===== config.mk =====
export PLATFORM = sky130hd
export DESIGN_NAME = icache_dm
export DESIGN_NICKNAME = d
export VERILOG_FILES = /design/src/rtl/cache_pkg.sv /design/src/rtl/icache_word_sel.sv /design/src/rtl/icache_dm.sv
export SDC_FILE = /design/constraint.sdc
export NUM_CORES = 2
export LEC_CHECK = 0
export CORE_ASPECT_RATIO = 0.8
export CORE_UTILIZATION = 35
export DETAILED_ROUTE_END_ITERATION = 12
export SYNTH_ARGS = -nofsm -noshare
export SYNTH_HDL_FRONTEND = slang
export SYNTH_MEMORY_MAX_BITS = 65536
export SYNTH_SLANG_ARGS = --single-unit

===== constraint.sdc =====
create_clock -name sys_clk -period 51.2 [get_ports sys_clk]
set_input_delay 10.24 -clock sys_clk [delete_from_list [all_inputs] [get_ports sys_clk]]
set_output_delay 10.24 -clock sys_clk [all_outputs]
set_load 0.005 [all_outputs]

===== src/rtl/cache_pkg.sv =====
// Shared definitions for the direct-mapped instruction cache: word width and
// the refill FSM state encoding.
package cache_pkg;

    localparam int WORD_W = 32;

    localparam logic [1:0] ST_IDLE   = 2'd0;
    localparam logic [1:0] ST_LOOKUP = 2'd1;
    localparam logic [1:0] ST_FILL   = 2'd2;
    localparam logic [1:0] ST_RESP   = 2'd3;

endpackage


===== src/rtl/icache_word_sel.sv =====
// Selects one 32-bit word out of a cache line by word offset; word 0 lives in
// the least significant bits of the line.
module icache_word_sel
    import cache_pkg::*;
#(
    parameter int LINE_WORDS = 16,
    parameter int SEL_W      = $clog2(LINE_WORDS)
) (
    input  logic [LINE_WORDS*WORD_W-1:0] line_i,
    input  logic [SEL_W-1:0]             sel_i,
    output logic [WORD_W-1:0]            word_o
);

    logic [WORD_W-1:0] words [LINE_WORDS];

    generate
        for (genvar gi = 0; gi < LINE_WORDS; gi++) begin : g_split
            assign words[gi] = line_i[gi*WORD_W +: WORD_W];
        end
    endgenerate

    assign word_o = words[sel_i];

endmodule


===== src/rtl/icache_dm.sv =====
// Direct-mapped, read-only instruction cache with a req/ack line-fill port,
// whole-cache flush and wrapping hit/miss statistics counters.
module icache_dm
    import cache_pkg::*;
#(
    parameter int NUM_LINES  = 8,
    parameter int LINE_WORDS = 16,
    parameter int CNT_W      = 32
) (
    input  logic                         sys_clk,
    input  logic                         sys_rst,
    input  logic                         cpu_req,
    input  logic [31:0]                  cpu_addr,
    output logic                         cpu_ready,
    output logic [31:0]                  inst,
    output logic                         inst_valid,
    output logic                         hit,
    output logic                         miss,
    input  logic                         flush,
    output logic                         mem_req,
    output logic [31:0]                  mem_addr,
    input  logic                         mem_ack,
    input  logic [LINE_WORDS*WORD_W-1:0] mem_block,
    output logic [CNT_W-1:0]             hit_count,
    output logic [CNT_W-1:0]             miss_count
);

    localparam int OFF_W  = $clog2(LINE_WORDS) + 2;
    localparam int IDX_W  = $clog2(NUM_LINES);
    localparam int TAG_W  = 32 - IDX_W - OFF_W;
    localparam int SEL_W  = OFF_W - 2;
    localparam int LINE_W = LINE_WORDS * WORD_W;

    logic [1:0]           state_q, state_d;
    logic [31:2]          addr_q, addr_d;
    logic [WORD_W-1:0]    inst_q, inst_d;
    logic                 hit_q, hit_d;
    logic                 mem_req_q, mem_req_d;
    logic [31:0]          mem_addr_q, mem_addr_d;
    logic [CNT_W-1:0]     hit_cnt_q, hit_cnt_d;
    logic [CNT_W-1:0]     miss_cnt_q, miss_cnt_d;
    logic [NUM_LINES-1:0] valid_q, valid_d;
    logic                 flushed_q, flushed_d;

    logic [TAG_W-1:0]     tag_arr  [NUM_LINES];
    logic [LINE_W-1:0]    data_arr [NUM_LINES];

    logic [IDX_W-1:0]     req_idx;
    logic [TAG_W-1:0]     req_tag;
    logic [SEL_W-1:0]     req_woff;
    logic                 lookup_hit;
    logic                 fill_we;
    logic [WORD_W-1:0]    cached_word;
    logic [WORD_W-1:0]    fill_word;
    logic                 unused_addr_bits;

    assign unused_addr_bits = &{1'b0, cpu_addr[1:0]};

    assign req_idx    = addr_q[OFF_W+IDX_W-1:OFF_W];
    assign req_tag    = addr_q[31:OFF_W+IDX_W];
    assign req_woff   = addr_q[OFF_W-1:2];
    assign lookup_hit = valid_q[req_idx] && (tag_arr[req_idx] == req_tag);

    icache_word_sel #(.LINE_WORDS(LINE_WORDS), .SEL_W(SEL_W)) u_sel_cache (
        .line_i (data_arr[req_idx]),
        .sel_i  (req_woff),
        .word_o (cached_word)
    );

    icache_word_sel #(.LINE_WORDS(LINE_WORDS), .SEL_W(SEL_W)) u_sel_fill (
        .line_i (mem_block),
        .sel_i  (req_woff),
        .word_o (fill_word)
    );

    always_comb begin
        state_d    = state_q;
        addr_d     = addr_q;
        inst_d     = inst_q;
        hit_d      = hit_q;
        mem_req_d  = mem_req_q;
        mem_addr_d = mem_addr_q;
        hit_cnt_d  = hit_cnt_q;
        miss_cnt_d = miss_cnt_q;
        valid_d    = valid_q;
        flushed_d  = flushed_q;
        fill_we    = 1'b0;

        case (state_q)
            ST_IDLE: begin
                if (cpu_req) begin
                    addr_d  = cpu_addr[31:2];
                    state_d = ST_LOOKUP;
                end
            end
            ST_LOOKUP: begin
                if (lookup_hit) begin
                    inst_d    = cached_word;
                    hit_d     = 1'b1;
                    hit_cnt_d = hit_cnt_q + CNT_W'(1);
                    state_d   = ST_RESP;
                end else begin
                    hit_d      = 1'b0;
                    miss_cnt_d = miss_cnt_q + CNT_W'(1);
                    mem_req_d  = 1'b1;
                    mem_addr_d = {req_tag, req_idx, {OFF_W{1'b0}}};
                    flushed_d  = 1'b0;
                    state_d    = ST_FILL;
                end
            end
            ST_FILL: begin
                // Remember a flush seen at any point of the fill so the line stays invalid.
                if (flush) begin
                    flushed_d = 1'b1;
                end
                if (mem_ack) begin
                    fill_we   = 1'b1;
                    inst_d    = fill_word;
                    mem_req_d = 1'b0;
                    state_d   = ST_RESP;
                end
            end
            default: begin
                state_d = ST_IDLE;
            end
        endcase

        if (flush) begin
            valid_d = '0;
        end else if (fill_we && !flushed_q) begin
            valid_d[req_idx] = 1'b1;
        end
    end

    always_ff @(posedge sys_clk) begin
        if (!sys_rst) begin
            state_q    <= ST_IDLE;
            addr_q     <= '0;
            inst_q     <= '0;
            hit_q      <= 1'b0;
            mem_req_q  <= 1'b0;
            mem_addr_q <= '0;
            hit_cnt_q  <= '0;
            miss_cnt_q <= '0;
            valid_q    <= '0;
            flushed_q  <= 1'b0;
        end else begin
            state_q    <= state_d;
            addr_q     <= addr_d;
            inst_q     <= inst_d;
            hit_q      <= hit_d;
            mem_req_q  <= mem_req_d;
            mem_addr_q <= mem_addr_d;
            hit_cnt_q  <= hit_cnt_d;
            miss_cnt_q <= miss_cnt_d;
            valid_q    <= valid_d;
            flushed_q  <= flushed_d;
        end
    end

    // Tag/data storage carries no reset; the valid bits alone qualify it.
    always_ff @(posedge sys_clk) begin
        if (sys_rst && fill_we) begin
            tag_arr[req_idx]  <= req_tag;
            data_arr[req_idx] <= mem_block;
        end
    end

    assign cpu_ready  = (state_q == ST_IDLE);
    assign inst_valid = (state_q == ST_RESP);
    assign hit        = inst_valid && hit_q;
    assign miss       = (state_q == ST_LOOKUP) && !lookup_hit;
    assign inst       = inst_q;
    assign mem_req    = mem_req_q;
    assign mem_addr   = mem_addr_q;
    assign hit_count  = hit_cnt_q;
    assign miss_count = miss_cnt_q;

endmodule


==> results.md <==
Global route:
- For this run, the total global-route usage over all layers was measured as 0.199.
- The maximum number of pins on one net before global-route repair is 118.
- The overall overflow remaining after global route is 0.
- The first global-routing pass estimated 710 mm of wire.
- The via count of the first global-routing pass is 88,900.
- The initial antenna violation count is 261.

Min path:
- The tightest min-delay check is of the reg -> reg type.

Floorplan:
- For this configuration, the core starts out at a cell density of 0.352.
- The die width is 791 um.
- The die covers 0.501 mm^2.
- The floorplan has 231 rows.
- Pin placement for this block handled 682 I/O pins.
- From bottom edge to top edge, the die measures 633 um.
- In this run the standard cell core region covers 0.495 mm^2.

STA:
- The final period utilization is 0.333.
- Derived from the worst setup path, the maximum achievable clock frequency is 58.6 MHz.
- The worst pin sits at a relative slew slack of 0.0641.
- For the pin with the worst max-slew slack, the measured transition is 1.39 ns.
- Adding up every negative setup slack in the final design gives 0 ns.
- Setup repair after global routing left no endpoint under its margin.
- The clock skew after layout is 0.0888 ns.
- Once routing completed, OpenROAD measured the worst setup slack at 34.14 ns.
- Setup violations remaining at the end of the flow were counted as 0.
- After layout, the minimum clock period comes to 17.06 ns.
- The number of hold violations in the final report came to 0.
- The number of slew-limit violations in the final report is 0.

Route:
- The iteration count of the initial detailed-routing pass is 6.
- Wires add up to 511 mm.
- The detailed-route DRC error count is 0.
- The count of nets left with antenna violations once routing finished came out at 0.
- After detailed routing, the average wire length per cell comes to 31.9 um.
- After detailed routing, the number of vias per cell comes to 5.53.
- Summing over every cut layer, the via total after detailed routing is 88,600.
- For this block, the initial DRC count from the detailed router was 10,300.

Clock tree:
- After clock tree synthesis, the setup repair step added 0 buffers.
- The level count of the clock H-tree is 5.
- At the later pin of the worst-skew pair, clock insertion delay measures 1.05 ns.
- The tree is rooted in a clkbuf_16.
- The clock passes through at most 4 buffers.
- For this design, the CTS-stage hold fixing added 0 buffers.
- In this run, CTS created clock tree buffers numbering 429.
- The CTS sink count is 4,448.
- Once the clock tree was built, the resizer swapped 0 gates to a different size.
- The TritonCTS clock tree is yes.
- The clock transition time at the flip-flop clock pins of the worst setup and hold paths is 0.06 ns.

Logic synthesis:
- The share of synthesized flip-flops with an asynchronous set or reset is 0.
- The mean area per synthesized cell is 21.5 um^2.
- The share of Yosys cell area claimed by the top area cell type is 0.738.
- Among all flip-flop cells after synthesis, the most frequent one is edfxtp_1.
- By count the netlist is led by edfxtp_1, mux4_2, mux2i_1, nand2_1, clkbuf_1.
- Synthesis handed over a netlist of 8,120 instances.
- The Yosys step of the flow raised 0 warnings.
- By area the synthesized netlist is led by edfxtp_1, mux4_2, mux2i_1.
- The sequential fraction of the synthesis area is 0.757.
- In this run, synthesis inferred 4,280 flip-flops with an integrated enable.
- The largest area contributor in the netlist is edfxtp_1.
- The synthesized netlist occupies a cell area of 0.174 mm^2.
- The most repeated cell in the gate-level netlist after synthesis is edfxtp_1.
- In this run, distinct cell masters in the synthesized netlist total 72.
- The flip-flop and latch count after synthesis is 4,448.

Power and ir drop:
- VDD sags by at most 0.0000402 V.
- Summed over all cells, the static leakage comes to 61.2 nW.
- The design draws 8.70 mW.
- In this run the power density over the cells is 42.8 mW/mm^2.

Placed design:
- Detailed placement finished with a half-perimeter wire length of 314 mm.
- At the placement stage, the worst setup path has a slack of 33.66 ns.
- At the end of routability-driven placement, the weighted congestion stood at 0.797.
- The number of buffers added on ports is 673.

Finish:
- For this run, the share of the core covered by cells in the final layout is 0.411.
- Of the cells placed in the final design, the portion with a size suffix greater than 1 is 0.233.
- The count of fill cells added during filler insertion is 43,000.
- For this run, the post-layout net count is 9,511.
- The growth of design area from synthesis to finish is 16.8%.

Worst setup path:
- The arrival time at the worst endpoint is 6.82 ns.
- The kind of start point of the critical path is a flop.
- The sort of element at the end of the critical path is an output pin.
- The startpoint-to-endpoint class of the critical path is reg -> out.
- Along the worst path, the maximum fanout reaches 102.
- Data on the critical path is required at its endpoint by 40.96 ns.

Run status:
- The flow ran to the end, and the final reports show no timing, DRC or antenna violations.

Job:
- Max-cap violations in this run came to 0.
## placed cells by master (no fill, tap or decap), drive strengths merged, types with 37 or more instances in the layout
cell,synthesis,layout
dfxtp,168,168
a22oi,55,55
nand3,42,42
mux2,81,81
buf,295,229
o21ai,161,161
a2111oi,50,50
a221oi,85,85
mux4,1161,1161
clkdlybuf4s50,0,672
a21oi,190,190
or4,46,46
inv,18,37
o31ai,46,46
clkinv,0,183
nand2,307,307
bufinv,0,38
nor2,106,106
edfxtp,4280,4280
mux2i,388,388
clkbuf,206,544
o22ai,78,78
diode,0,65
## per-layer routing
| layer | vias up | track usage | part of all wire |
|---|---|---|---|
| li1 | 36300 | - | - |
| met1 | 47500 | 0.261 | 0.40 |
| met2 | 3635 | 0.332 | 0.49 |
| met3 | 993 | 0.0448 | 0.080 |
| met4 | 132 | 0.0579 | 0.032 |
| met5 | - | 0 | 0.0016 |
## kinds of logic (layout without fill, tap and decap cells)
kind of cell,Yosys count,in the layout,share of synthesized area
xor gates and xnor gates,11,11,0.000553
and+or+nand+nor,677,677,0.0186
adders and majority gates,6,6,0.000431
AOI/OAI and AO/OA,828,828,0.0319
other,1,71,0.0000215
DFF,4448,4448,0.757
buffers and inverters,519,1716,0.0140
muxes,1630,1630,0.178
## sequential cells by signal (all words and copies together) (netlist names), named ones only
name        flops
mem_addr       26
state_q         2
inst           32
hit_q           1
addr_q         30
data_arr     4096
flushed_q       1
mem_req         1
miss_count     32
valid_q         8
hit_count      32
tag_arr       184
## where the power goes
| part | total [mW] | leakage [nW] | internal (mW) | switching [mW] |
|---|---|---|---|---|
| combinational | 1.41 | 14.5 | 0.581 | 0.827 |
| sequential | 4.12 | 39.9 | 4.05 | 0.0644 |
| clock | 3.18 | 6.82 | 1.77 | 1.40 |
| total | 8.70 | 61.2 | 6.41 | 2.29 |
## worst max-delay path, cell delays in order, from the launching register on
cell and delay, ns:
dfxtp_4 0.83, buf_4 0.81, buf_12 0.64, mux2_2 0.41, o22ai_1 0.15, or3_1 0.16
o2111ai_1 0.23, or4_1 0.71, o31ai_4 0.21, buf_4 0.58, inv_2 0.04, buf_4 0.30
clkdlybuf4s50_1 0.54
## path summary, 6_finish.rpt
kind / from / to / slack [ns] / cells past startpoint
min: hit_q / hit_q / 0.45 / 2
max: flop / miss / 34.14 / 12
min reg2reg: hit_q / hit_q / 0.45 / 2
max reg2reg: state_q[0] / data_arr[5][503] / 43.43 / 11
## final cells by class
type	count	area, um^2	share of cell area
Antenna cell	65	163	0.000799
Clock inverter	253	2690	0.0132
Multi-Input combinational cell	3158	40300	0.198
Sequential cell	4448	132000	0.648
Tap cell	6640	8310	0.0408
Clock buffer	544	11400	0.0558
Timing Repair Buffer	901	8670	0.0426
Inverter	18	77.6	0.000381
## per-stage QoR
| stage | hold slack, ns | cells | cell area (um^2) |
|---|---|---|---|
| after global placement | 0.448 | 15200 | 189000 |
| after global routing | 0.468 | 16000 | 203000 |
| after CTS | 0.451 | 16000 | 203000 |
| after floorplan | 0.431 | 8125 | 174000 |
| final | 0.453 | 16000 | 203000 |
| after detailed placement | 0.442 | 15200 | 189000 |
(Power assumes the default switching activity.)
